--- config.mk ---
export PLATFORM = sky130hd
export DESIGN_NAME = usbfs_tx_phy
export DESIGN_NICKNAME = d
export VERILOG_FILES = /design/src/rtl/usbfs_tx_phy_pkg.sv /design/src/rtl/usbfs_tx_nrzistuff.sv /design/src/rtl/usbfs_tx_phy.sv
export SDC_FILE = /design/constraint.sdc
export NUM_CORES = 1
export LEC_CHECK = 0
export BUFFER_PORTS_ARGS = -buffer_cell sky130_fd_sc_hd__buf_4
export CORE_UTILIZATION = 39
export CTS_CLUSTER_DIAMETER = 40
export DETAILED_ROUTE_END_ITERATION = 16
export SLEW_MARGIN = 20
export SYNTH_ARGS = -nofsm -noshare
export SYNTH_HDL_FRONTEND = slang
export SYNTH_HIERARCHICAL = 1
export SYNTH_SLANG_ARGS = --single-unit
export TNS_END_PERCENT = 5
--- constraint.sdc ---
create_clock -name clk_48MHz -period 4.4 [get_ports clk_48MHz]
set_clock_uncertainty 0.05 [all_clocks]
set_input_delay 0.44 -clock clk_48MHz [delete_from_list [all_inputs] [get_ports clk_48MHz]]
set_output_delay 0.44 -clock clk_48MHz [all_outputs]
set_load 0.01 [all_outputs]
--- src/rtl/usbfs_tx_phy_pkg.sv ---
// Shared definitions for the USB full-speed transmit PHY.
//   LINE_J / LINE_K / LINE_SE0 : bus states encoded as {dp, dn}
//   SYNC_BYTE                  : SYNC pattern, sent LSB first
//   tx_state_e                 : transmit sequencer states
//   line_cmd_e                 : per-bit command to the NRZI/stuffing stage
//   nrzi_toggle()              : J <-> K swap
package usbfsTxPkg;

    localparam logic [1:0] LINE_J    = 2'b10;
    localparam logic [1:0] LINE_K    = 2'b01;
    localparam logic [1:0] LINE_SE0  = 2'b00;
    localparam logic [7:0] SYNC_BYTE = 8'h80;

    typedef enum logic [2:0] {
        IDLE,
        SYNC,
        DATA,
        EOP_SE0,
        EOP_J,
        GAP
    } tx_state_e;

    typedef enum logic [1:0] {
        LCMD_HOLD,  // keep the current line state
        LCMD_BIT,   // emit one NRZI bit (or the owed stuff bit)
        LCMD_SE0,   // drive single-ended zero
        LCMD_J      // drive idle J
    } line_cmd_e;

    function automatic logic [1:0] nrzi_toggle(input logic [1:0] line);
        return (line == LINE_J) ? LINE_K : LINE_J;
    endfunction

endpackage

--- src/rtl/usbfs_tx_nrzistuff.sv ---
// NRZI encoder and bit stuffer for the USB FS transmitter.
// Owns the registered line state and the run-of-ones counter.
//   clk_48MHz, rst (sync, active-high), i_cg (clock-gate enable)
//   i_cmd             : command applied at this edge (HOLD/BIT/SE0/J)
//   i_bit             : data bit for LCMD_BIT (ignored while a stuff is owed)
//   o_line            : {dp, dn} drive value
//   o_stuff_pending   : next bit-time must be a stuffed 0
module usbfs_tx_nrzistuff
    import usbfsTxPkg::*;
#(
    parameter int STUFF_RUN = 6
) (
    input  logic       clk_48MHz,
    input  logic       rst,
    input  logic       i_cg,
    input  line_cmd_e  i_cmd,
    input  logic       i_bit,
    output logic [1:0] o_line,
    output logic       o_stuff_pending
);

    localparam int OW = $clog2(STUFF_RUN + 1);

    logic [OW-1:0] ones;

    assign o_stuff_pending = (ones == OW'(STUFF_RUN));

    // NOTE: sequential state uses non-blocking assignments so every register
    // samples the pre-edge values, independent of statement order.
    always_ff @(posedge clk_48MHz) begin
        if (rst) begin
            o_line <= LINE_J;
            ones   <= '0;
        end else if (i_cg) begin
            unique case (i_cmd)
                LCMD_BIT: begin
                    // A stuffed bit is a forced 0: it toggles like any 0.
                    if (o_stuff_pending || !i_bit) begin
                        o_line <= nrzi_toggle(o_line);
                        ones   <= '0;
                    end else begin
                        ones <= ones + OW'(1);
                    end
                end
                LCMD_SE0: begin
                    o_line <= LINE_SE0;
                    ones   <= '0;
                end
                LCMD_J: begin
                    o_line <= LINE_J;
                    ones   <= '0;
                end
                default: ;
            endcase
        end
    end

endmodule

--- src/rtl/usbfs_tx_phy.sv ---
// USB full-speed (12 Mb/s) line transmitter, 4 clk_48MHz cycles per bit.
// Takes a packet as a byte stream (valid/ready) and sends SYNC, NRZI-encoded
// bit-stuffed data (LSB first) and EOP onto the pad drivers.
//   clk_48MHz, rst (sync, active-high), i_cg (clock-gate enable, 0 = freeze)
//   i_data/i_valid/i_last, o_ready : byte stream, PID first, i_last on final byte
//   o_dp/o_dn/o_oe                 : pad drive values and output enable
//   o_busy                         : SYNC start through EOP end (and gap)
//   o_underflow                    : one-cycle pulse, stream starved mid-packet
// Build option: define USBFS_TX_IPGAP_EN to insert a 4 bit-time idle gap
// after EOP before the next packet may start.
module usbfs_tx_phy
    import usbfsTxPkg::*;
#(
    parameter int CLKS_PER_BIT = 4,
    parameter int STUFF_RUN    = 6
) (
    input  logic       clk_48MHz,
    input  logic       rst,
    input  logic       i_cg,
    input  logic [7:0] i_data,
    input  logic       i_valid,
    input  logic       i_last,
    output logic       o_ready,
    output logic       o_dp,
    output logic       o_dn,
    output logic       o_oe,
    output logic       o_busy,
    output logic       o_underflow
);

    tx_state_e  state, state_n;
    logic [1:0] cnt;
    logic [2:0] bit_idx, bit_idx_n;
    logic [7:0] shifter, shifter_n;
    logic [7:0] hold, hold_n;
    logic       flag, flag_n;
    logic       last_acc, last_acc_n;
    logic       uf_n;
    line_cmd_e  cmd;
    logic       cmd_bit;
    logic       stuff_pending;
    logic       bit_end;
    logic       take;

    assign bit_end = (state != IDLE) && (cnt == 2'(CLKS_PER_BIT - 1));

    assign o_ready = !rst && i_cg && !flag && !last_acc &&
                     (state == IDLE || state == SYNC || state == DATA);
    assign take    = i_valid && o_ready;

    assign o_oe   = (state == SYNC) || (state == DATA) ||
                    (state == EOP_SE0) || (state == EOP_J);
    assign o_busy = (state != IDLE);

    usbfs_tx_nrzistuff #(.STUFF_RUN(STUFF_RUN)) u_nrzistuff (
        .clk_48MHz       (clk_48MHz),
        .rst             (rst),
        .i_cg            (i_cg),
        .i_cmd           (cmd),
        .i_bit           (cmd_bit),
        .o_line          ({o_dp, o_dn}),
        .o_stuff_pending (stuff_pending)
    );

    // Every command issued here decides the line state for the bit-time that
    // starts after this edge.
    // NOTE: every output of this block gets a default first, so no path
    // leaves one unassigned and no latch is inferred.
    always_comb begin
        state_n    = state;
        bit_idx_n  = bit_idx;
        shifter_n  = shifter;
        hold_n     = hold;
        flag_n     = flag;
        last_acc_n = last_acc;
        uf_n       = 1'b0;
        cmd        = LCMD_HOLD;
        cmd_bit    = 1'b0;

        if (take) begin
            hold_n     = i_data;
            flag_n     = 1'b1;
            last_acc_n = i_last;
        end

        unique case (state)
            IDLE: begin
                if (take) begin
                    state_n   = SYNC;
                    bit_idx_n = 3'd0;
                    cmd       = LCMD_BIT;
                    cmd_bit   = SYNC_BYTE[0];
                end
            end
            SYNC: begin
                if (bit_end) begin
                    if (bit_idx != 3'd7) begin
                        bit_idx_n = bit_idx + 3'd1;
                        cmd       = LCMD_BIT;
                        cmd_bit   = SYNC_BYTE[bit_idx_n];
                    end else begin
                        state_n   = DATA;
                        bit_idx_n = 3'd0;
                        shifter_n = hold;
                        flag_n    = 1'b0;
                        cmd       = LCMD_BIT;
                        cmd_bit   = hold[0];
                    end
                end
            end
            DATA: begin
                if (bit_end) begin
                    if (stuff_pending) begin
                        // Stuffed bit: shifter position does not move.
                        cmd = LCMD_BIT;
                    end else if (bit_idx != 3'd7) begin
                        bit_idx_n = bit_idx + 3'd1;
                        cmd       = LCMD_BIT;
                        cmd_bit   = shifter[bit_idx_n];
                    end else if (flag) begin
                        bit_idx_n = 3'd0;
                        shifter_n = hold;
                        flag_n    = 1'b0;
                        cmd       = LCMD_BIT;
                        cmd_bit   = hold[0];
                    end else if (take) begin
                        // Byte arriving exactly when needed bypasses the
                        // holding register, so it is not an underflow.
                        bit_idx_n = 3'd0;
                        shifter_n = i_data;
                        flag_n    = 1'b0;
                        cmd       = LCMD_BIT;
                        cmd_bit   = i_data[0];
                    end else begin
                        state_n   = EOP_SE0;
                        bit_idx_n = 3'd0;
                        cmd       = LCMD_SE0;
                        uf_n      = !last_acc;
                    end
                end
            end
            EOP_SE0: begin
                if (bit_end) begin
                    if (bit_idx == 3'd0) begin
                        bit_idx_n = 3'd1;
                    end else begin
                        state_n   = EOP_J;
                        bit_idx_n = 3'd0;
                        cmd       = LCMD_J;
                    end
                end
            end
            EOP_J: begin
                if (bit_end) begin
                    last_acc_n = 1'b0;
                    bit_idx_n  = 3'd0;
`ifdef USBFS_TX_IPGAP_EN
                    state_n    = GAP;
`else
                    state_n    = IDLE;
`endif
                end
            end
            GAP: begin
                if (bit_end) begin
                    if (bit_idx == 3'd3) state_n = IDLE;
                    else                 bit_idx_n = bit_idx + 3'd1;
                end
            end
            default: state_n = IDLE;
        endcase
    end

    // NOTE: the holding and shift registers are reset along with the control
    // state so a packet aborted by rst never leaks stale data into the next.
    always_ff @(posedge clk_48MHz) begin
        if (rst) begin
            state       <= IDLE;
            cnt         <= 2'd0;
            bit_idx     <= 3'd0;
            shifter     <= 8'h00;
            hold        <= 8'h00;
            flag        <= 1'b0;
            last_acc    <= 1'b0;
            o_underflow <= 1'b0;
        end else if (i_cg) begin
            state       <= state_n;
            cnt         <= (state == IDLE) ? 2'd0 : cnt + 2'd1;
            bit_idx     <= bit_idx_n;
            shifter     <= shifter_n;
            hold        <= hold_n;
            flag        <= flag_n;
            last_acc    <= last_acc_n;
            o_underflow <= uf_n;
        end
    end

endmodule

==> results of run 1 <==
==> cells in the mapped netlist (2+ instances only) <==
cell	count
dfxtp_1	32
nor2_1	26
mux2i_1	16
a21oi_1	14
nand2_1	13
inv_1	9
nand2b_1	9
ha_1	8
nor3_1	8
o21ai_0	7
a211oi_1	6
nand3_1	6
nand3b_1	5
a31oi_1	3
buf_6	3
clkbuf_8	3
nand4_1	3
o31ai_1	3
or3_1	3
a211oi_2	2
and2_2	2
clkbuf_1	2
mux4_2	2
nor2_2	2
nor2b_1	2
or2_2	2
xnor2_1	2
==> state kept, by name (all words and copies together), names as in the netlist <==
signal	flops
u_nrzistuff/ones	3
hold	8
o_underflow	1
shifter	8
flag	1
last_acc	1
cnt	2
u_nrzistuff/o_line	2
state	3
bit_idx	3
==> worst max-delay path: stages (launching register included) <==
cell and delay (ns):
dfxtp_1 0.35, ha_1 0.22, ha_1 0.38, mux4_2 0.53, nand2_1 0.08, nand3b_1 0.07, a31oi_1 0.19, nor2_1 0.07
a21boi_0 0.15, or3_1 0.38, a31o_1 0.22
==> metrics by stage <==
| step | total power [mW] | utilization | hold WS, ns |
|---|---|---|---|
| 4_1_cts | 0.6308 | 0.4549 | 0.3397 |
| 3_5_place_dp | 0.3956 | 0.4359 | 0.4177 |
| 5_1_grt | 0.6545 | 0.4549 | 0.3603 |
| 3_3_place_gp | 0.3953 | 0.4359 | 0.4094 |
| 2_1_floorplan | 0.3711 | - | 0.3988 |
| 6_report | 0.6252 | 0.4549 | 0.3436 |
==> per-layer routing <==
layer,up-vias,global-route usage
li1,823,-
met1,763,0.2277
met2,20,0.2545
met3,5,0.04065
met4,0,0.06289
met5,-,0
==> worst max-delay path by stage <==
stage | startpoint | end | depth (start not counted)
floorplan | bit_idx[0] | u_nrzistuff/o_line[1] | 10
global placement | bit_idx[0] | u_nrzistuff/o_line[1] | 10
detailed placement | bit_idx[0] | u_nrzistuff/o_line[1] | 10
CTS | bit_idx[0] | u_nrzistuff/o_line[1] | 10
global route | bit_idx[0] | u_nrzistuff/o_line[1] | 10
finish | bit_idx[0] | u_nrzistuff/o_line[1] | 10
==> cells by family (layout without fill, tap and decap cells) <==
family | after synthesis | in the layout | synth area share
AOI/OAI and AO/OA | 48 | 48 | 0.1812
xor gates and xnor gates | 3 | 3 | 0.01290
adders and majority gates | 8 | 8 | 0.04914
buffers and inverters | 22 | 36 | 0.08599
DFF | 32 | 32 | 0.3145
muxes | 19 | 19 | 0.1063
and+or+nand+nor | 90 | 90 | 0.2500
==> layout by cell type, fill, tap and decap left out, types with 3 or more instances in the layout <==
master / synthesis / routed
dfxtp_1: 32 / 32
nor2_1: 26 / 26
buf_4: 1 / 19
mux2i_1: 16 / 16
a21oi_1: 14 / 14
nand2_1: 13 / 13
inv_1: 9 / 9
nand2b_1: 9 / 9
ha_1: 8 / 8
o21ai_0: 7 / 7
nor3_1: 8 / 7
nand3_1: 6 / 6
a211oi_1: 6 / 6
nand3b_1: 5 / 5
clkbuf_8: 3 / 5
or3_1: 3 / 3
nand4_1: 3 / 3
a31oi_1: 3 / 3
o31ai_1: 3 / 3
==> cell type report <==
type | count | share of cell area
clock buffer | 5 | 0.03100
clock inverter | 3 | 0.01071
inverter | 9 | 0.01522
multi-input combinational | 168 | 0.5524
sequential | 32 | 0.2886
tap | 67 | 0.03777
timing repair buffer | 19 | 0.06426
==> power groups by stage <==
stage / Combinational, mW / Clock, mW / Sequential [mW]
2_1_floorplan: 0.0616 / 0 / 0.310
3_3_place_gp: 0.0805 / 0 / 0.315
3_5_place_dp: 0.0808 / 0 / 0.315
4_1_cts: 0.0812 / 0.242 / 0.308
5_1_grt: 0.0896 / 0.255 / 0.310
6_report: 0.0809 / 0.236 / 0.308
==> results.sh, run 1 <==
export IMPL_dieArea_um2=5516
export IMPL_setup_viol=0
export IMPL_die_w_um=74.27
export IMPL_p_switching_mw=0.1790
export IMPL_detail_route_antenna_nets=0
export IMPL_cts_buffers=5
export IMPL_swShare=0.2864
export IMPL_cp_max_fo=5
export IMPL_area_growth_pct=8.968
export IMPL_drive_above_1_share=0.2119
export IMPL_power_frac_comb=0.129
export IMPL_rr_startpoint="bit_idx[0]"
export IMPL_p_int_mw=0.4461
export IMPL_tightestPinTransition_ns=0.7066
export IMPL_cts_resized=0
export IMPL_worst_ir_drop_vdd_v=0.0001754
export IMPL_antenna_found_initial=0
export IMPL_avgSynthCellArea_um2=9.175
export IMPL_worstHoldStart="i_data[5]"
export IMPL_hold_path_end="hold[5]"
export IMPL_multi_input_area_um2=1226
export IMPL_grt_total_usage=0.1666
export IMPL_drt_wl_total_um=4075
export IMPL_ys_flop_type="dfxtp_1"
export IMPL_grt_pass1_wl_um=6941
export IMPL_yosysWarnings=6
export IMPL_fin_crit_ns=2.811
export IMPL_cts_num_sinks=32
export IMPL_synth_edf_count=0
export IMPL_cts_tree="done"
export IMPL_hp_class="in2reg"
export IMPL_synth_seq_cells=32
export IMPL_dp_hpwl_um=2882
export IMPL_cts_setup_buffers=0
export IMPL_cp_end_kind="flip-flop"
export IMPL_post_route_drc_count=0
export IMPL_ff2ff_path_depth=10
export IMPL_nNetsFinal=256
export IMPL_async_flop_share=0
export IMPL_vias=1611
export IMPL_top_layer="met4"
export IMPL_placed_cell_area_um2=2127
export IMPL_syn_nets=243
export IMPL_critPathRequiredTime_ns=4.54
export IMPL_ios=19
export IMPL_syn_area_um2=2037
export IMPL_htreeDepth=2
export IMPL_seqPwrFrac=0.493
export IMPL_slew_headroom=0.5283
export IMPL_tns_ns=0
export IMPL_drv_slew=0
export IMPL_grt_ovfl_total=0
export IMPL_cp_start_kind="flip-flop"
export IMPL_rrSetupSlack_ns=1.59
export IMPL_synthCells=222
export IMPL_core_um2=4880
export IMPL_ff_latch_area_um2=640.6
export IMPL_p_clk_frac=0.378
export IMPL_synth_top_area_frac=0.3145
export IMPL_diodes=0
export IMPL_wl_met2_um=1834
export IMPL_grt_max_degree=35
export IMPL_ys_seq_area_frac=0.3145
export IMPL_clk_latency_ns=0.29
export IMPL_drv_cap=0
export IMPL_clock_fmax_mhz=355.8
export IMPL_leakage_nw=0.7861
export IMPL_rsz0062_at_grt="false"
export IMPL_m1WireLength_um=2072
export IMPL_cts_root_buf="clkbuf_8"
export IMPL_hold_viol=0
export IMPL_pre_cts_ws_ns=1.606
export IMPL_wl_per_cell_um=13.45
export IMPL_powerDensity_nw_per_um2=281.6
export IMPL_num_rows=25
export IMPL_first_pass_iters=4
export IMPL_fin_ws_ns=1.589
export IMPL_met3_length_um=118
export IMPL_whs_path_depth=3
export IMPL_fin_crit_sh=0.6388
export IMPL_worstReg2RegEnd="u_nrzistuff/o_line[1]"
export IMPL_nFillCells=488
export IMPL_initial_utilization=0.4174
export IMPL_synth_top_area_cell="dfxtp_1"
export IMPL_fin_area_um2=2220
export IMPL_final_cells=303
export IMPL_cts_hold_buf=0
export IMPL_clk_pin_slew_ns=0.08
export IMPL_criticalPathCategory="reg2reg"
export IMPL_synthTopCellsByArea="dfxtp_1 (31%), mux2i_1 (7.9%), ha_1 (4.9%)"
export IMPL_grt_pass1_vias=1432
export IMPL_ys_types=56
export IMPL_via_per_inst=5.317
export IMPL_arrival_ns=2.95
export IMPL_die_h_um=74.27
export IMPL_place_inst=295
export IMPL_place_gp_congestion=0.7821
export IMPL_port_buffers=18
export IMPL_dr_first_iter_drc_count=68
export IMPL_status="completed"
export IMPL_clk_path_buf_depth=2
(Power assumes the default switching activity.)
==> run 2, diff against run 1 <==
--- a/config.mk
+++ b/config.mk
@@ -5,6 +5,7 @@
 export SDC_FILE = /design/constraint.sdc
 export NUM_CORES = 1
 export LEC_CHECK = 0
+export ABC_AREA = 1
 export BUFFER_PORTS_ARGS = -buffer_cell sky130_fd_sc_hd__buf_4
 export CORE_UTILIZATION = 39
 export CTS_CLUSTER_DIAMETER = 40
==> constraint.sdc (replaced) <==
create_clock -name clk_48MHz -period 2.6 [get_ports clk_48MHz]
set_clock_uncertainty 0.05 [all_clocks]
set_input_delay 0.26 -clock clk_48MHz [delete_from_list [all_inputs] [get_ports clk_48MHz]]
set_output_delay 0.26 -clock clk_48MHz [all_outputs]
set_load 0.01 [all_outputs]
==> results.sh, run 2 <==
export IMPL_grt_ovfl_total=0
export IMPL_num_rows=25
export IMPL_first_pass_iters=4
export IMPL_synthTopCellsByCount="nand2_1 (58), dfxtp_1 (32), inv_1 (32)"
export IMPL_hp_class="in2reg"
export IMPL_hold_viol=0
export IMPL_place_gp_congestion=0.8227
export IMPL_vias=1775
export IMPL_htreeDepth=2
export IMPL_cts_setup_buffers=0
export IMPL_clock_fmax_mhz=452.6
export IMPL_setup_viol=0
export IMPL_cts_hold_buf=0
export IMPL_critical_path_top_delay_family="simple AND/OR/NAND/NOR gates"
export IMPL_synth_top_area_frac=0.3278
export IMPL_synth_edf_count=0
export IMPL_clk_pin_slew_ns=0.07
export IMPL_path_buf_inv=1
export IMPL_arrival_ns=2.39
export IMPL_ff_latch_area_um2=640.6
export IMPL_grt_total_usage=0.1847
export IMPL_worst_ir_drop_vdd_v=0.0002948
export IMPL_diodes=0
export IMPL_via_per_inst=4.772
export IMPL_dp_hpwl_um=3228
export IMPL_cts_num_sinks=32
export IMPL_reg_top3="hold: 8 flops, shifter: 8 flops"
export IMPL_mostFrequentLayoutCell="nand2_1"
export IMPL_wl_per_cell_um=11.57
export IMPL_nNetsFinal=325
export IMPL_ys_flop_type="dfxtp_1"
export IMPL_area_growth_pct=16.65
export IMPL_fin_crit_sh=0.8497
export IMPL_tns_ns=0
export IMPL_status="completed"
export IMPL_async_flop_share=0
export IMPL_synthCells=281
export IMPL_cts_tree="done"
export IMPL_final_cell_mix="nand2_1 (58), inv_1 (32), dfxtp_1 (32), nor2_1 (26), o21ai_0 (23)"
export IMPL_slowest_stage="dfxtp_1"
export IMPL_grt_pass1_vias=1638
export IMPL_leakage_nw=1.034
export IMPL_slowest_delay_ns=0.45
export IMPL_post_route_drc_count=0
export IMPL_cts_resized=0
export IMPL_core_um2=4786
export IMPL_detail_route_antenna_nets=0
export IMPL_path_cells="ha_1 > ha_1 > inv_1 > nor2_1 > nand2_1 > o21ai_0 > o211ai_1 > nor2_4 > nor2_8 > nand2_2 > nand2_2 > a21oi_2"
export IMPL_port_buffers=18
export IMPL_ys_seq_area_frac=0.3278
export IMPL_multi_input_area_um2=1141
export IMPL_final_util=0.4763
export IMPL_yosysMostFrequentCell="nand2_1"
export IMPL_rsz0062_at_grt="false"
export IMPL_initial_utilization=0.4084
export IMPL_drt_wl_total_um=4305
export IMPL_dr_first_iter_drc_count=71
export IMPL_powerDensity_nw_per_um2=718.4
export IMPL_p_clk_frac=0.291
export IMPL_p_switching_mw=0.6159
export IMPL_cts_buffers=5
export IMPL_cts_root_buf="clkbuf_8"
export IMPL_drv_slew=0
export IMPL_synthTopCellsByArea="dfxtp_1 (33%), nand2_1 (11%), inv_1 (6.1%)"
export IMPL_fin_crit_ns=2.209
export IMPL_criticalPathCategory="reg2reg"
export IMPL_dieArea_um2=5298
export IMPL_avgSynthCellArea_um2=6.955
export IMPL_grt_max_degree=23
export IMPL_die_w_um=72.79
export IMPL_clk_path_buf_depth=2
export IMPL_slew_headroom=0.7452
export IMPL_cp_end_kind="flip-flop"
export IMPL_die_h_um=72.79
export IMPL_power_frac_comb=0.357
export IMPL_nFillCells=500
export IMPL_cp_start_kind="flip-flop"
export IMPL_swShare=0.3761
export IMPL_tightestPinTransition_ns=0.3806
export IMPL_cp_max_fo=8
export IMPL_syn_area_um2=1954
export IMPL_drv_cap=0
export IMPL_grt_pass1_wl_um=7424
export IMPL_synth_seq_cells=32
export IMPL_syn_nets=302
export IMPL_antenna_found_initial=0
export IMPL_p_int_mw=1.022
export IMPL_synth_top_area_cell="dfxtp_1"
export IMPL_critPathRequiredTime_ns=2.78
export IMPL_yosysWarnings=6
export IMPL_drive_above_1_share=0.2000
export IMPL_clk_latency_ns=0.29
export IMPL_seqPwrFrac=0.352
export IMPL_ys_types=29
export IMPL_ios=19
-- run 2: changes by cell type after synthesis, moves of 6 or more --
cell and change:
inv_2 +6, nand2_2 +6, o21ai_1 +8, mux2i_1 -16
nand3_1 +14, o21ai_0 +16, nand2b_1 -9, a21oi_1 +6
inv_1 +23, nand2_1 +45
-- run 2: cell type report --
type,instances,share of cell area
clock inverter,2,0.01537
multi-input combinational,205,0.5005
sequential,32,0.2810
clock buffer,6,0.03183
inverter,39,0.06531
tap,67,0.03677
timing repair buffer,21,0.06915
-- run 2: path summary, 6_finish.rpt --
check	from	endpoint	slack [ns]	cells after the start
max reg2reg	bit_idx[0]	u_nrzistuff/ones[1]	0.39	12
min	rst	o_underflow	0.15	2
max	bit_idx[0]	u_nrzistuff/ones[1]	0.39	12
min reg2reg	hold[6]	hold[6]	0.40	2
-- run 2: cells by family (layout without fill, tap and decap cells) --
group | after synthesis | in the layout | synth area share
AOI/OAI and AO/OA | 59 | 59 | 0.1639
and+or+nand+nor | 138 | 138 | 0.3688
DFF | 32 | 32 | 0.3278
buffers and inverters | 44 | 68 | 0.08835
adders and majority gates | 8 | 8 | 0.05122
-- run 2: stage by stage --
step	hold WS (ns)	power, mW	std cells	setup slack, ns	area (µm²)
5_1_grt	0.1523	1.751	372	0.1480	2280
2_1_floorplan	0.2769	1.020	281	0.5065	1954
3_3_place_gp	0.3826	1.174	364	0.4803	2172
3_5_place_dp	0.3903	1.174	364	0.4055	2172
4_1_cts	0.1511	1.654	372	0.3800	2280
6_report	0.1507	1.638	372	0.3907	2280
-- run 2: power groups by stage --
| stage | Sequential, mW | Clock [mW] | Combinational (mW) |
|---|---|---|---|
| 2_1_floorplan | 0.579 | 0 | 0.441 |
| 3_3_place_gp | 0.587 | 0 | 0.587 |
| 3_5_place_dp | 0.588 | 0 | 0.586 |
| 4_1_cts | 0.577 | 0.490 | 0.587 |
| 5_1_grt | 0.584 | 0.511 | 0.656 |
| 6_report | 0.577 | 0.476 | 0.584 |
-- run 2: layer usage --
layer  track usage  vias to the layer above  share of wire
li1              -                      961              -
met1        0.2449                      777           0.49
met2        0.2918                       27           0.45
met3       0.03729                       10          0.044
met4       0.07843                        0          0.018
met5             0                        -              0
==> run 3, diff against run 2 <==
--- a/config.mk
+++ b/config.mk
@@ -5,7 +5,7 @@
 export SDC_FILE = /design/constraint.sdc
 export NUM_CORES = 1
 export LEC_CHECK = 0
-export ABC_AREA = 1
+export ABC_AREA = 0
 export BUFFER_PORTS_ARGS = -buffer_cell sky130_fd_sc_hd__buf_4
 export CORE_UTILIZATION = 39
 export CTS_CLUSTER_DIAMETER = 40
==> constraint.sdc (replaced) <==
create_clock -name clk_48MHz -period 2.19 [get_ports clk_48MHz]
set_clock_uncertainty 0.05 [all_clocks]
set_input_delay 0.219 -clock clk_48MHz [delete_from_list [all_inputs] [get_ports clk_48MHz]]
set_output_delay 0.219 -clock clk_48MHz [all_outputs]
set_load 0.01 [all_outputs]
==> results.sh, run 3 (synthesized netlist as in run 1, its figures left out) <==
export IMPL_die_h_um=74.27
export IMPL_status="complete, but fails checks"
export IMPL_first_pass_iters=4
export IMPL_drt_wl_total_um=4371
export IMPL_post_route_drc_count=0
export IMPL_grt_total_usage=0.1789
export IMPL_fin_ws_ns=-0.3228
export IMPL_clock_fmax_mhz=398.0
export IMPL_fin_crit_sh=1.147
export IMPL_path_cells="ha_4 > ha_4 > mux4_2 > nand2_2 > nand3b_1 > a31oi_2 > nor2_2 > a21boi_1 > or3_1 > a31o_1"
export IMPL_critPathRequiredTime_ns=2.33
export IMPL_drv_cap=0
export IMPL_final_cells=329
export IMPL_via_per_inst=5.146
export IMPL_tightestPinTransition_ns=0.4019
export IMPL_cts_num_sinks=32
export IMPL_grt_pass1_wl_um=7410
export IMPL_leakage_nw=0.9250
export IMPL_arrival_ns=2.65
export IMPL_drv_slew=0
export IMPL_cts_hold_buf=0
export IMPL_cp_end_kind="flip-flop"
export IMPL_clk_pin_slew_ns=0.07
export IMPL_nNetsFinal=282
export IMPL_core_um2=4880
export IMPL_cp_start_kind="flip-flop"
export IMPL_criticalPathCategory="reg2reg"
export IMPL_rsz0062_at_grt="true"
export IMPL_vias=1693
export IMPL_p_clk_frac=0.364
export IMPL_wl_per_cell_um=13.29
export IMPL_place_inst=321
export IMPL_drive_above_1_share=0.3282
export IMPL_hold_viol=0
export IMPL_cts_tree="done"
export IMPL_grt_ovfl_total=0
export IMPL_slowest_delay_ns=0.50
export IMPL_die_w_um=74.27
export IMPL_hp_class="in2reg"
export IMPL_slew_headroom=0.7298
export IMPL_clk_path_buf_depth=2
export IMPL_violations="setup timing"
export IMPL_cts_setup_buffers=0
export IMPL_grt_max_degree=34
export IMPL_setup_viol=2
export IMPL_port_buffers=18
export IMPL_place_gp_congestion=0.8720
export IMPL_initial_utilization=0.4174
export IMPL_antenna_found_initial=0
export IMPL_dieArea_um2=5516
export IMPL_seqPwrFrac=0.480
export IMPL_dp_hpwl_um=3224
export IMPL_dr_first_iter_drc_count=81
export IMPL_cts_root_buf="clkbuf_8"
export IMPL_swShare=0.2800
export IMPL_grt_pass1_vias=1590
export IMPL_worst_ir_drop_vdd_v=0.0003468
export IMPL_ios=19
export IMPL_p_int_mw=0.9207
export IMPL_slowest_stage="mux4_2"
export IMPL_path_buf_inv=0
export IMPL_clk_latency_ns=0.29
export IMPL_final_cell_mix="buf_4 (44), dfxtp_1 (29), nor2_1 (25), mux2i_1 (16), a21oi_1 (14)"
export IMPL_power_frac_comb=0.156
export IMPL_fin_crit_ns=2.513
export IMPL_powerDensity_nw_per_um2=514.6
export IMPL_diodes=0
export IMPL_cp_max_fo=3
export IMPL_mostFrequentLayoutCell="buf_4"
export IMPL_area_growth_pct=21.99
export IMPL_num_rows=25
export IMPL_cts_buffers=5
export IMPL_htreeDepth=2
export IMPL_rrSetupSlack_ns=-0.32
export IMPL_detail_route_antenna_nets=0
export IMPL_pre_cts_ws_ns=-0.3141
export IMPL_reg_top3="hold: 8 flops, shifter: 8 flops"
export IMPL_critical_path_top_delay_family="simple AND/OR/NAND/NOR gates"
export IMPL_p_switching_mw=0.3581
export IMPL_cp_common_cell="ha_4"
[run 3: cell count changes in the layout (fill, tap and decap cells not counted), moves of 15 or more]
cell     before  now
nand3_1      20    5
mux2i_1       0   16
nand2_1      58   12
o21ai_0      23    7
inv_1        32    9
buf_4        21   44
[run 3: tightest hold or removal path: stages]
cell and delay, ns:
buf_4 0.08, mux2i_1 0.05, nor2_1 0.07
[run 3: area by class of cell]
cell class                      instances  area [µm²]
Fill cell                             498        2395
Multi-Input combinational cell        168        1280
Sequential cell                        32       644.4
Timing Repair Buffer                   45       350.3
Tap cell                               67       83.83
Clock buffer                            5       68.82
Inverter                                9       33.78
Clock inverter                          3       23.77
[run 3: final timing paths]
kind | startpoint | to | cells past startpoint
setup / recovery | bit_idx[0] | u_nrzistuff/o_line[1] | 10
hold / removal | i_data[7] | hold[7] | 3
setup reg to reg | bit_idx[0] | u_nrzistuff/o_line[1] | 10
hold reg to reg | cnt[1] | cnt[1] | 2
[run 3: per-layer routing]
layer / vias to the layer above / global-route usage / share of wire
met2: 29 / 0.3141 / 0.50
met5: - / 0 / 0
met4: 0 / 0.05660 / 0.0089
met3: 5 / 0.04065 / 0.037
met1: 783 / 0.2169 / 0.46
li1: 876 / - / -
[run 3: per-stage QoR]
stage	area [µm²]	setup TNS [ns]	util	power [mW]	hold WS [ns]
after floorplan	2064	-0.2957	-	0.7465	0.2379
after global placement	2362	-0.4768	0.4841	0.8226	0.4110
after detailed placement	2362	-0.6309	0.4841	0.8237	0.4147
after CTS	2455	-0.5973	0.5031	1.291	0.1198
after global routing	2485	-1.128	0.5092	1.348	0.1323
final	2485	-0.5601	0.5092	1.279	0.1232
[run 3: what timing repair did]
item	in CTS	in global routing
pin swaps	2	3
endpoints found under the setup margin	3	5
gates resized for setup	0	6
endpoints found under the hold margin	0	0
[run 3: power groups by stage]
stage | sequential, mW | clock [mW] | combinational (mW)
after floorplan | 0.623 | 0 | 0.124
after global placement | 0.627 | 0 | 0.196
after detailed placement | 0.627 | 0 | 0.196
after CTS | 0.614 | 0.481 | 0.197
after global routing | 0.616 | 0.512 | 0.219
final | 0.614 | 0.466 | 0.199
